`config.mk`:
```
export PLATFORM = sky130hd
export DESIGN_NAME = hazard_unit_flat
export DESIGN_NICKNAME = d
export VERILOG_FILES = /design/src/rtl/hazard_unit_pkg.sv /design/src/rtl/hazard_if.sv /design/src/rtl/hazard_perf_cnt.sv /design/src/rtl/hazard_unit.sv /design/src/flat_wrapper.sv
export SDC_FILE = /design/constraint.sdc
export NUM_CORES = 1
export LEC_CHECK = 0
export CORE_UTILIZATION = 55
export DETAILED_ROUTE_END_ITERATION = 6
export DONT_BUFFER_PORTS = 1
export PLACE_DENSITY = 0.7
export SYNTH_ARGS = -nofsm -noshare
export SYNTH_HDL_FRONTEND = slang
export SYNTH_HIERARCHICAL = 1
export SYNTH_SLANG_ARGS = --single-unit
```
`constraint.sdc`:
```
create_clock -name clk -period 5.6 [get_ports clk]
set_input_delay 0.56 -clock clk [delete_from_list [all_inputs] [get_ports clk]]
set_output_delay 0.56 -clock clk [all_outputs]
set_load 0.01 [all_outputs]
```
`src/rtl/hazard_unit_pkg.sv`:
```
// Shared constants and types for the load-use / branch hazard unit.
// The steering word bundles the six pipeline control outputs so each case is a single assignment.
package hazard_unit_pkg;

  localparam int REG_W = 5;
  localparam logic [REG_W-1:0] REG_ZERO = 5'd0;

  localparam logic [0:0] ST_IDLE  = 1'b0;
  localparam logic [0:0] ST_STALL = 1'b1;

  typedef struct packed {
    logic pc_write;
    logic if_id_write;
    logic risk;
    logic if_id_flush;
    logic id_ex_flush;
    logic ex_mem_flush;
  } steer_t;

  function automatic steer_t steer_run();
    steer_t s;
    s = '0;
    s.pc_write    = 1'b1;
    s.if_id_write = 1'b1;
    return s;
  endfunction

  // A bubble and the reset condition steer the pipeline the same way.
  function automatic steer_t steer_bubble();
    steer_t s;
    s      = '0;
    s.risk = 1'b1;
    return s;
  endfunction

  function automatic steer_t steer_flush();
    return '1;
  endfunction

endpackage

```
`src/rtl/hazard_if.sv`:
```
// Pipeline-side bundle for the hazard unit: register fields in, steering and counters out.
// master = pipeline datapath, slave = hazard unit.
interface hazard_if import hazard_unit_pkg::*; #(
  parameter int CNT_W = 32
) ();

  logic [REG_W-1:0] id_rs;
  logic [REG_W-1:0] id_rt;
  logic             id_uses_rt;
  logic             ex_MemRead;
  logic [REG_W-1:0] ex_rt;
  logic             mem_branch_taken;

  logic             pc_write;
  logic             if_id_write;
  logic             riskSig;
  logic             if_id_flush;
  logic             id_ex_flush;
  logic             ex_mem_flush;
  logic [CNT_W-1:0] stall_cnt;
  logic [CNT_W-1:0] flush_cnt;

  modport master (
    output id_rs, id_rt, id_uses_rt, ex_MemRead, ex_rt, mem_branch_taken,
    input  pc_write, if_id_write, riskSig, if_id_flush, id_ex_flush, ex_mem_flush,
    input  stall_cnt, flush_cnt
  );

  modport slave (
    input  id_rs, id_rt, id_uses_rt, ex_MemRead, ex_rt, mem_branch_taken,
    output pc_write, if_id_write, riskSig, if_id_flush, id_ex_flush, ex_mem_flush,
    output stall_cnt, flush_cnt
  );

endinterface

```
`src/rtl/hazard_perf_cnt.sv`:
```
// Free-running stall and flush event counters; wrap silently at 2^CNT_W.
module hazard_perf_cnt #(
  parameter int CNT_W = 32
) (
  input  logic             clk,
  input  logic             rst,
  input  logic             stall_inc,
  input  logic             flush_inc,
  output logic [CNT_W-1:0] stall_cnt,
  output logic [CNT_W-1:0] flush_cnt
);

  always_ff @(posedge clk) begin
    if (rst) begin
      stall_cnt <= '0;
      flush_cnt <= '0;
    end else begin
      if (stall_inc) stall_cnt <= stall_cnt + CNT_W'(1);
      if (flush_inc) flush_cnt <= flush_cnt + CNT_W'(1);
    end
  end

endmodule

```
`src/rtl/hazard_unit.sv`:
```
// Load-use stall FSM and taken-branch flush steering for the 5-stage pipeline.
// LOAD_STALL_CYCLES must be 1..3; the remaining-bubble counter is 2 bits wide.
module hazard_unit import hazard_unit_pkg::*; #(
  parameter int LOAD_STALL_CYCLES = 1,
  parameter int CNT_W             = 32
) (
  input  logic     clk,
  input  logic     rst,
  hazard_if.slave  hz
);

  localparam logic [1:0] REM_INIT = 2'(LOAD_STALL_CYCLES - 1);

  logic [0:0] state, state_nxt;
  logic [1:0] rem, rem_nxt;
  logic       lu;
  steer_t     steer;

  assign lu = hz.ex_MemRead && (hz.ex_rt != REG_ZERO) &&
              ((hz.ex_rt == hz.id_rs) || (hz.id_uses_rt && (hz.ex_rt == hz.id_rt)));

  // Branch beats an active stall: the stalled instructions are wrong-path anyway.
  always_comb begin
    state_nxt = state;
    rem_nxt   = rem;
    steer     = steer_run();
    if (rst) begin
      steer = steer_bubble();
    end else if (hz.mem_branch_taken) begin
      steer     = steer_flush();
      state_nxt = ST_IDLE;
      rem_nxt   = 2'd0;
    end else if (state == ST_STALL) begin
      steer   = steer_bubble();
      rem_nxt = rem - 2'd1;
      if (rem <= 2'd1) state_nxt = ST_IDLE;
    end else if (lu) begin
      steer = steer_bubble();
      if (LOAD_STALL_CYCLES > 1) begin
        state_nxt = ST_STALL;
        rem_nxt   = REM_INIT;
      end
    end
  end

  always_ff @(posedge clk) begin
    if (rst) begin
      state <= ST_IDLE;
      rem   <= 2'd0;
    end else begin
      state <= state_nxt;
      rem   <= rem_nxt;
    end
  end

  assign hz.pc_write     = steer.pc_write;
  assign hz.if_id_write  = steer.if_id_write;
  assign hz.riskSig      = steer.risk;
  assign hz.if_id_flush  = steer.if_id_flush;
  assign hz.id_ex_flush  = steer.id_ex_flush;
  assign hz.ex_mem_flush = steer.ex_mem_flush;

  hazard_perf_cnt #(.CNT_W(CNT_W)) u_perf_cnt (
    .clk       (clk),
    .rst       (rst),
    .stall_inc (steer.risk && !hz.mem_branch_taken && !rst),
    .flush_inc (hz.mem_branch_taken && !rst),
    .stall_cnt (hz.stall_cnt),
    .flush_cnt (hz.flush_cnt)
  );

endmodule

```
`src/flat_wrapper.sv`:
```
// flat-port wrapper written by rule: the top's interface ports become plain ports
module hazard_unit_flat import hazard_unit_pkg::*;
#(
  parameter int LOAD_STALL_CYCLES = 1,
  parameter int CNT_W             = 32
)
  (clk, rst, hz_id_rs, hz_id_rt, hz_id_uses_rt, hz_ex_MemRead, hz_ex_rt, hz_mem_branch_taken, hz_pc_write, hz_if_id_write, hz_riskSig, hz_if_id_flush, hz_id_ex_flush, hz_ex_mem_flush, hz_stall_cnt, hz_flush_cnt);
  hazard_if #(.CNT_W(CNT_W)) hz_i ();
  input  logic clk;
  input  logic rst;
  input wire logic [$bits(hz_i.id_rs)-1:0] hz_id_rs;
  input wire logic [$bits(hz_i.id_rt)-1:0] hz_id_rt;
  input wire logic [$bits(hz_i.id_uses_rt)-1:0] hz_id_uses_rt;
  input wire logic [$bits(hz_i.ex_MemRead)-1:0] hz_ex_MemRead;
  input wire logic [$bits(hz_i.ex_rt)-1:0] hz_ex_rt;
  input wire logic [$bits(hz_i.mem_branch_taken)-1:0] hz_mem_branch_taken;
  output wire logic [$bits(hz_i.pc_write)-1:0] hz_pc_write;
  output wire logic [$bits(hz_i.if_id_write)-1:0] hz_if_id_write;
  output wire logic [$bits(hz_i.riskSig)-1:0] hz_riskSig;
  output wire logic [$bits(hz_i.if_id_flush)-1:0] hz_if_id_flush;
  output wire logic [$bits(hz_i.id_ex_flush)-1:0] hz_id_ex_flush;
  output wire logic [$bits(hz_i.ex_mem_flush)-1:0] hz_ex_mem_flush;
  output wire logic [$bits(hz_i.stall_cnt)-1:0] hz_stall_cnt;
  output wire logic [$bits(hz_i.flush_cnt)-1:0] hz_flush_cnt;
  assign hz_i.id_rs = hz_id_rs;
  assign hz_i.id_rt = hz_id_rt;
  assign hz_i.id_uses_rt = hz_id_uses_rt;
  assign hz_i.ex_MemRead = hz_ex_MemRead;
  assign hz_i.ex_rt = hz_ex_rt;
  assign hz_i.mem_branch_taken = hz_mem_branch_taken;
  assign hz_pc_write = hz_i.pc_write;
  assign hz_if_id_write = hz_i.if_id_write;
  assign hz_riskSig = hz_i.riskSig;
  assign hz_if_id_flush = hz_i.if_id_flush;
  assign hz_id_ex_flush = hz_i.id_ex_flush;
  assign hz_ex_mem_flush = hz_i.ex_mem_flush;
  assign hz_stall_cnt = hz_i.stall_cnt;
  assign hz_flush_cnt = hz_i.flush_cnt;
  hazard_unit #(.LOAD_STALL_CYCLES(LOAD_STALL_CYCLES), .CNT_W(CNT_W)) u_core (.clk(clk), .rst(rst), .hz(hz_i));
endmodule
```
# == Word-level counts from Yosys, hierarchy flattened ==
# Index checks and enable logic that the tools add are counted.
# totals
reg_bits,67
word_cells,28
in_bits,20
output_inout_bits,70
# classes
muxes,5
add_sub_neg,3
n_lt_le_gt_ge,1
eq_ne,2
bitwise,1
n_reduce_logical,12
# ops
op,count
32-bit by 1-bit adder with 32-bit output (second input constant),2
6-bit 2-to-1 mux,4
5-bit == test,2
1-bit logical AND,6
5-bit nonzero test,1
3-bit OR reduction,1
2-bit by 1-bit less-or-equal comparator with 1-bit output (second input constant),1
1-bit zero test,2
2-bit OR reduction,1
2-bit by 1-bit subtractor with 2-bit output (second input constant),1
1-bit logical OR,1
1-bit 2-to-1 mux,1
1-bit NOT,1

# == Depth between registers and ports, before layout ==
# depth
word_depth,10
ltp_mapped,11
mapped_depth_nobuf,8

# == By module ==
# Netlist, hierarchy kept.
# modules_own_cells
module,cells_each,area_each_um2,instances,seq_area_each_um2
hazard_perf_cnt,354,3019.1,1,1281.2
hazard_unit,40,340.3,1,60.1

# == Least setup slack after synthesis ==
# OpenSTA, ideal clock, no wires.
# synth_path
path_type,input to register
startpoint,in hz_ex_rt[3]
endpoint,reg u_core.u_perf_cnt.stall_cnt[30]
arrival_time_ns,2.891
path_slack_ns,2.588
path_buffers,2
required_time_ns,5.479
setup_ns,0.121
cell_stages,10
path_cell_list,xor2_1 -> nor4_2 -> a32oi_1 -> o41ai_2 -> buf_2 -> nand3_2 -> or4_1 -> buf_2 -> nor4_1 -> mux2_2
# synth_via
elab_chain_len,10
word_cells_on_any_way,13
classes_between,2 x eq/ne; 4 x mux; 7 x reduce/logical
# synth_lines
element,line,rtl
from (decl),flat_wrapper.sv:15,input wire logic [$bits(hz_i.ex_rt)-1:0] hz_ex_rt;
5-bit == test,hazard_unit.sv:20,((hz.ex_rt == hz.id_rs) || (hz.id_uses_rt && (hz.ex_rt == hz.id_rt)));
1-bit logical AND,hazard_unit.sv:20,
1-bit logical OR,hazard_unit.sv:20,
1-bit logical AND (*),hazard_unit.sv:19,assign lu = hz.ex_MemRead && (hz.ex_rt != REG_ZERO) &&
6-bit 2-to-1 mux (*),hazard_unit.sv:37,end else if (lu) begin
6-bit 2-to-1 mux (*),hazard_unit.sv:33,end else if (state == ST_STALL) begin
6-bit 2-to-1 mux (*),hazard_unit.sv:29,end else if (hz.mem_branch_taken) begin
6-bit 2-to-1 mux (*),hazard_unit.sv:27,if (rst) begin
1-bit logical AND (*) (2 in a row),hazard_unit.sv:66,".stall_inc (steer.risk && !hz.mem_branch_taken && !rst),"
to (signal assigned),hazard_perf_cnt.sv:18,if (stall_inc) stall_cnt <= stall_cnt + CNT_W'(1);
to (decl),hazard_perf_cnt.sv:9,"output logic [CNT_W-1:0] stall_cnt,"
# Every way passes the cells marked *; elsewhere a longest branch is shown, timed or not.
# A chain may end at the register's enable or synchronous reset.

# == Final worst setup path ==
# Ends and elaborated chain as after synthesis.

==> summary.md <==
| Metric | Value |
|---|---|
| Outcome | `finished, final reports clean` |
| Rows | `28` |
| Post-synth ARST share | `0%` |
| Fin Clk Skew | `0.0109 ns` |
| CTS Root Cell | `clkbuf_8` |
| Synth-to-layout area growth | `4.95%` |
| Max clock buf depth | `2` |
| Placed instance area | `3350 sq um` |
| Unrepaired setup endpoints after global routing | `no` |
| Drt first-iter violations | `148` |
| CP Class | `in2reg` |
| Share of layout cells above drive strength 1 | `6.20%` |
| Post-DP HPWL | `4810 microns` |
| Cell Chain, Critical Path | `xor2_1 > nor4_2 > a32oi_1 > o41ai_2 > nand3_2 > or4_1 > nor4_1 > mux2_2` |
| Post-Syn Nets | `417` |
| I/O pin count | `90` |
| Max-cap violations | `0` |
| Source of the worst register-to-register timing path | `u_core/state` |
| Non-Filler Instances | `462` |
| Fillers | `554` |
| Crit path max-delay family | `simple AND/OR/NAND/NOR gates` |
| Worst-Margin Slew | `0.698 ns` |
| Post-synthesis average cell area | `8.53 sq um` |
| Hold EP | `u_core/rem[0]` |
| Slowest CP cell | `or4_1` |
| Final hold violation count | `0` |
| Peak VDD IR | `0.148 mV` |
| Post-CTS setup repair buffer count | `0` |
| Synth unique cells | `38` |
| Place WS | `1.94 ns` |
| CP Capture Type | `flop` |
| Initial antenna violation count | `0` |
| Cell count after synthesis | `394` |
| GRT Util Overall | `22.9%` |
| Post-Syn Area | `3360 sq um` |
| First-pass GRT wire length | `11800 microns` |
| Drt wl/cell | `15.6 microns` |
| CTS clk-pin slew, worst paths | `0.07 ns` |
| Total congestion overflow | `0` |
| Relative slew margins | `53.0%` |
| CTS Hold Bufs | `0` |
| Setup TNS | `0 ns` |
| Worst hold start | `hz_mem_branch_taken` |
| Final instance area | `3530 sq um` |
| Critical path required time | `5.82 ns` |
| Crit path largest cell delay | `0.82 ns` |
| Htree depth | `3` |
| WP data arrival | `3.51 ns` |
| Final ANT Viol Nets | `0` |
| FF/Latch Area | `1340 sq um` |
| Total CTS buffers | `9` |
| Worst min path class | `in2reg` |
| CTS tree | `done` |
| Critical Path Start Type | `input port` |
| Detailed Routing Iterations Pass 1 | `4` |
| # diodes | `0` |
| Die Y | `80.2 microns` |
| Vias per inst | `6.38` |
| Register area share after synthesis | `39.9%` |
| Vias | `2949` |
| Fmax | `303 MHz` |
| Vias in the first global route | `2638` |
| Max Transition Viols Final | `0` |
| Synth warn | `6` |
| Hold Crit Depth | `1` |
| Setup ws final | `2.30 ns` |
| Primary FF master, synth | `dfxtp_1` |
| Cts repair resizes | `0` |
| Final period utilization | `58.9%` |
| Drt total wl | `7210 microns` |
| Sink Count | `67` |
| Die width | `80.2 microns` |
| R2r endpoint | `u_core/u_perf_cnt/stall_cnt[30]` |
| IO Port Bufs | `0` |
| Pwr per Cell Area | `241 nW/um^2` |
| Post-Place Cells | `446` |
| Area of the multi-input gates | `1880 sq um` |
| DRC | `0` |
| Final min period | `3.30 ns` |
| Largest net degree at the start of global routing | `75` |
| P_leak | `1.04 nW` |
| Endpoints failing setup | `0` |
| Hold slack | `0.312 ns` |
| Synthesis-stage register bit count | `67` |
| Net count, final | `405` |
| Flop-to-flop setup slack | `3.03 ns` |
| CP bufs+invs | `0` |
| Clk_lat worst skew | `0.32 ns` |
| Crit Path Max Fanout | `18` |
| R2R cell count | `6` |
| Routability cong. | `0.752` |
| Die ar. | `6420 sq um` |
| Starting Density | `56.7%` |
| Total power | `0.850 mW` |
| Post-synth EDFFs | `0` |
| Core Region | `5920 sq um` |
| Post-Route Utilization | `59.6%` |
worst reg2reg max path, stage by stage (launching register included):
cell and delay [ns]:
dfxtp_1 0.44, nand2_1 0.11, o41ai_2 0.14, nand3_2 0.20, or4_1 0.82, nor4_1 0.39
mux2_2 0.37
per-layer routing:
layer	global-route usage [%]	share of wire [%]
met1	30.1	46
met2	36.5	46
met3	6.14	7.3
met4	7.14	0.64
met5	0	0
layout make-up:
class,instances,area share [%]
Multi-Input combinational cell,294,53.2
Clock inverter,2,0.284
Clock buffer,14,4.61
Timing Repair Buffer,1,0.213
Sequential cell,67,38.0
Tap cell,75,2.66
Inverter,9,0.958
cell usage in the layout (no fill, tap or decap), types with 2 or more instances in the layout:
master    netlist  final
dfxtp_1        67     67
mux2i_1         3      3
ha_1            3      3
clkinv_2        0      2
clkbuf_1       15      3
nand3_1        20     20
nand4_1        16     16
xnor2_1        15     15
nor2b_1         3      3
and3_1          5      5
xor2_1         20     20
and2_1          3      3
a21oi_1        36     36
or4_1          27     27
nand2_1        24     24
nand3_2         2      2
clkbuf_8        0     11
mux2_2          3      3
and4_1         11     11
nor3_1         13     13
inv_1           9      9
or3_1           9      9
nor4_1          2      2
o21ai_0        10     10
nor2_1         34     34
o31ai_1        24     24
worst max path at each step:
stage	end	slack, ns	cells past startpoint	start
final	u_core/u_perf_cnt/stall_cnt[30]	2.30	8	hz_ex_rt[3]
after global routing	u_core/u_perf_cnt/stall_cnt[28]	2.06	8	hz_ex_rt[3]
after CTS	u_core/u_perf_cnt/stall_cnt[30]	2.30	8	hz_ex_rt[3]
after detailed placement	u_core/u_perf_cnt/stall_cnt[30]	1.94	8	hz_ex_rt[3]
after global placement	u_core/u_perf_cnt/stall_cnt[30]	2.00	8	hz_ex_rt[3]
after floorplan	u_core/u_perf_cnt/stall_cnt[30]	2.59	10	hz_ex_rt[3]
state kept, by name, summed over array words and instances, names as in the netlist:
| name | count |
|---|---|
| u_core/rem | 2 |
| u_core/u_perf_cnt/stall_cnt | 32 |
| u_core/state | 1 |
| u_core/u_perf_cnt/flush_cnt | 32 |
cells by family after synthesis:
group | after synthesis | synth area share, %
DFF | 67 | 39.9
adders and majority gates | 3 | 1.12
and+or+nand+nor | 174 | 29.5
AOI/OAI and AO/OA | 76 | 14.2
muxes | 6 | 1.90
buffers and inverters | 33 | 4.21
xor gates and xnor gates | 35 | 9.12
synthesized netlist by cell type, types with 5 or more instances:
cell	n	area, sq um
a21oi_1	36	180
and3_1	5	31.3
and4_1	11	96.3
buf_2	5	25.0
clkbuf_1	15	56.3
dfxtp_1	67	1340
inv_1	9	33.8
nand2_1	24	90.1
nand3_1	20	100
nand4_1	16	100
nor2_1	34	128
nor3_1	13	65.1
o21ai_0	10	50.1
o31ai_1	24	180
or3_1	9	56.3
or4_1	27	203
xnor2_1	15	131
xor2_1	20	175
where the power goes:
part	internal, mW	total (mW)	switching, mW
clock	0.184	0.354	0.170
sequential	0.477	0.479	0.00197
combinational	0.00803	0.0165	0.00845
total	0.670	0.850	0.180
No activity file was read; power rests on OpenSTA's default activity.
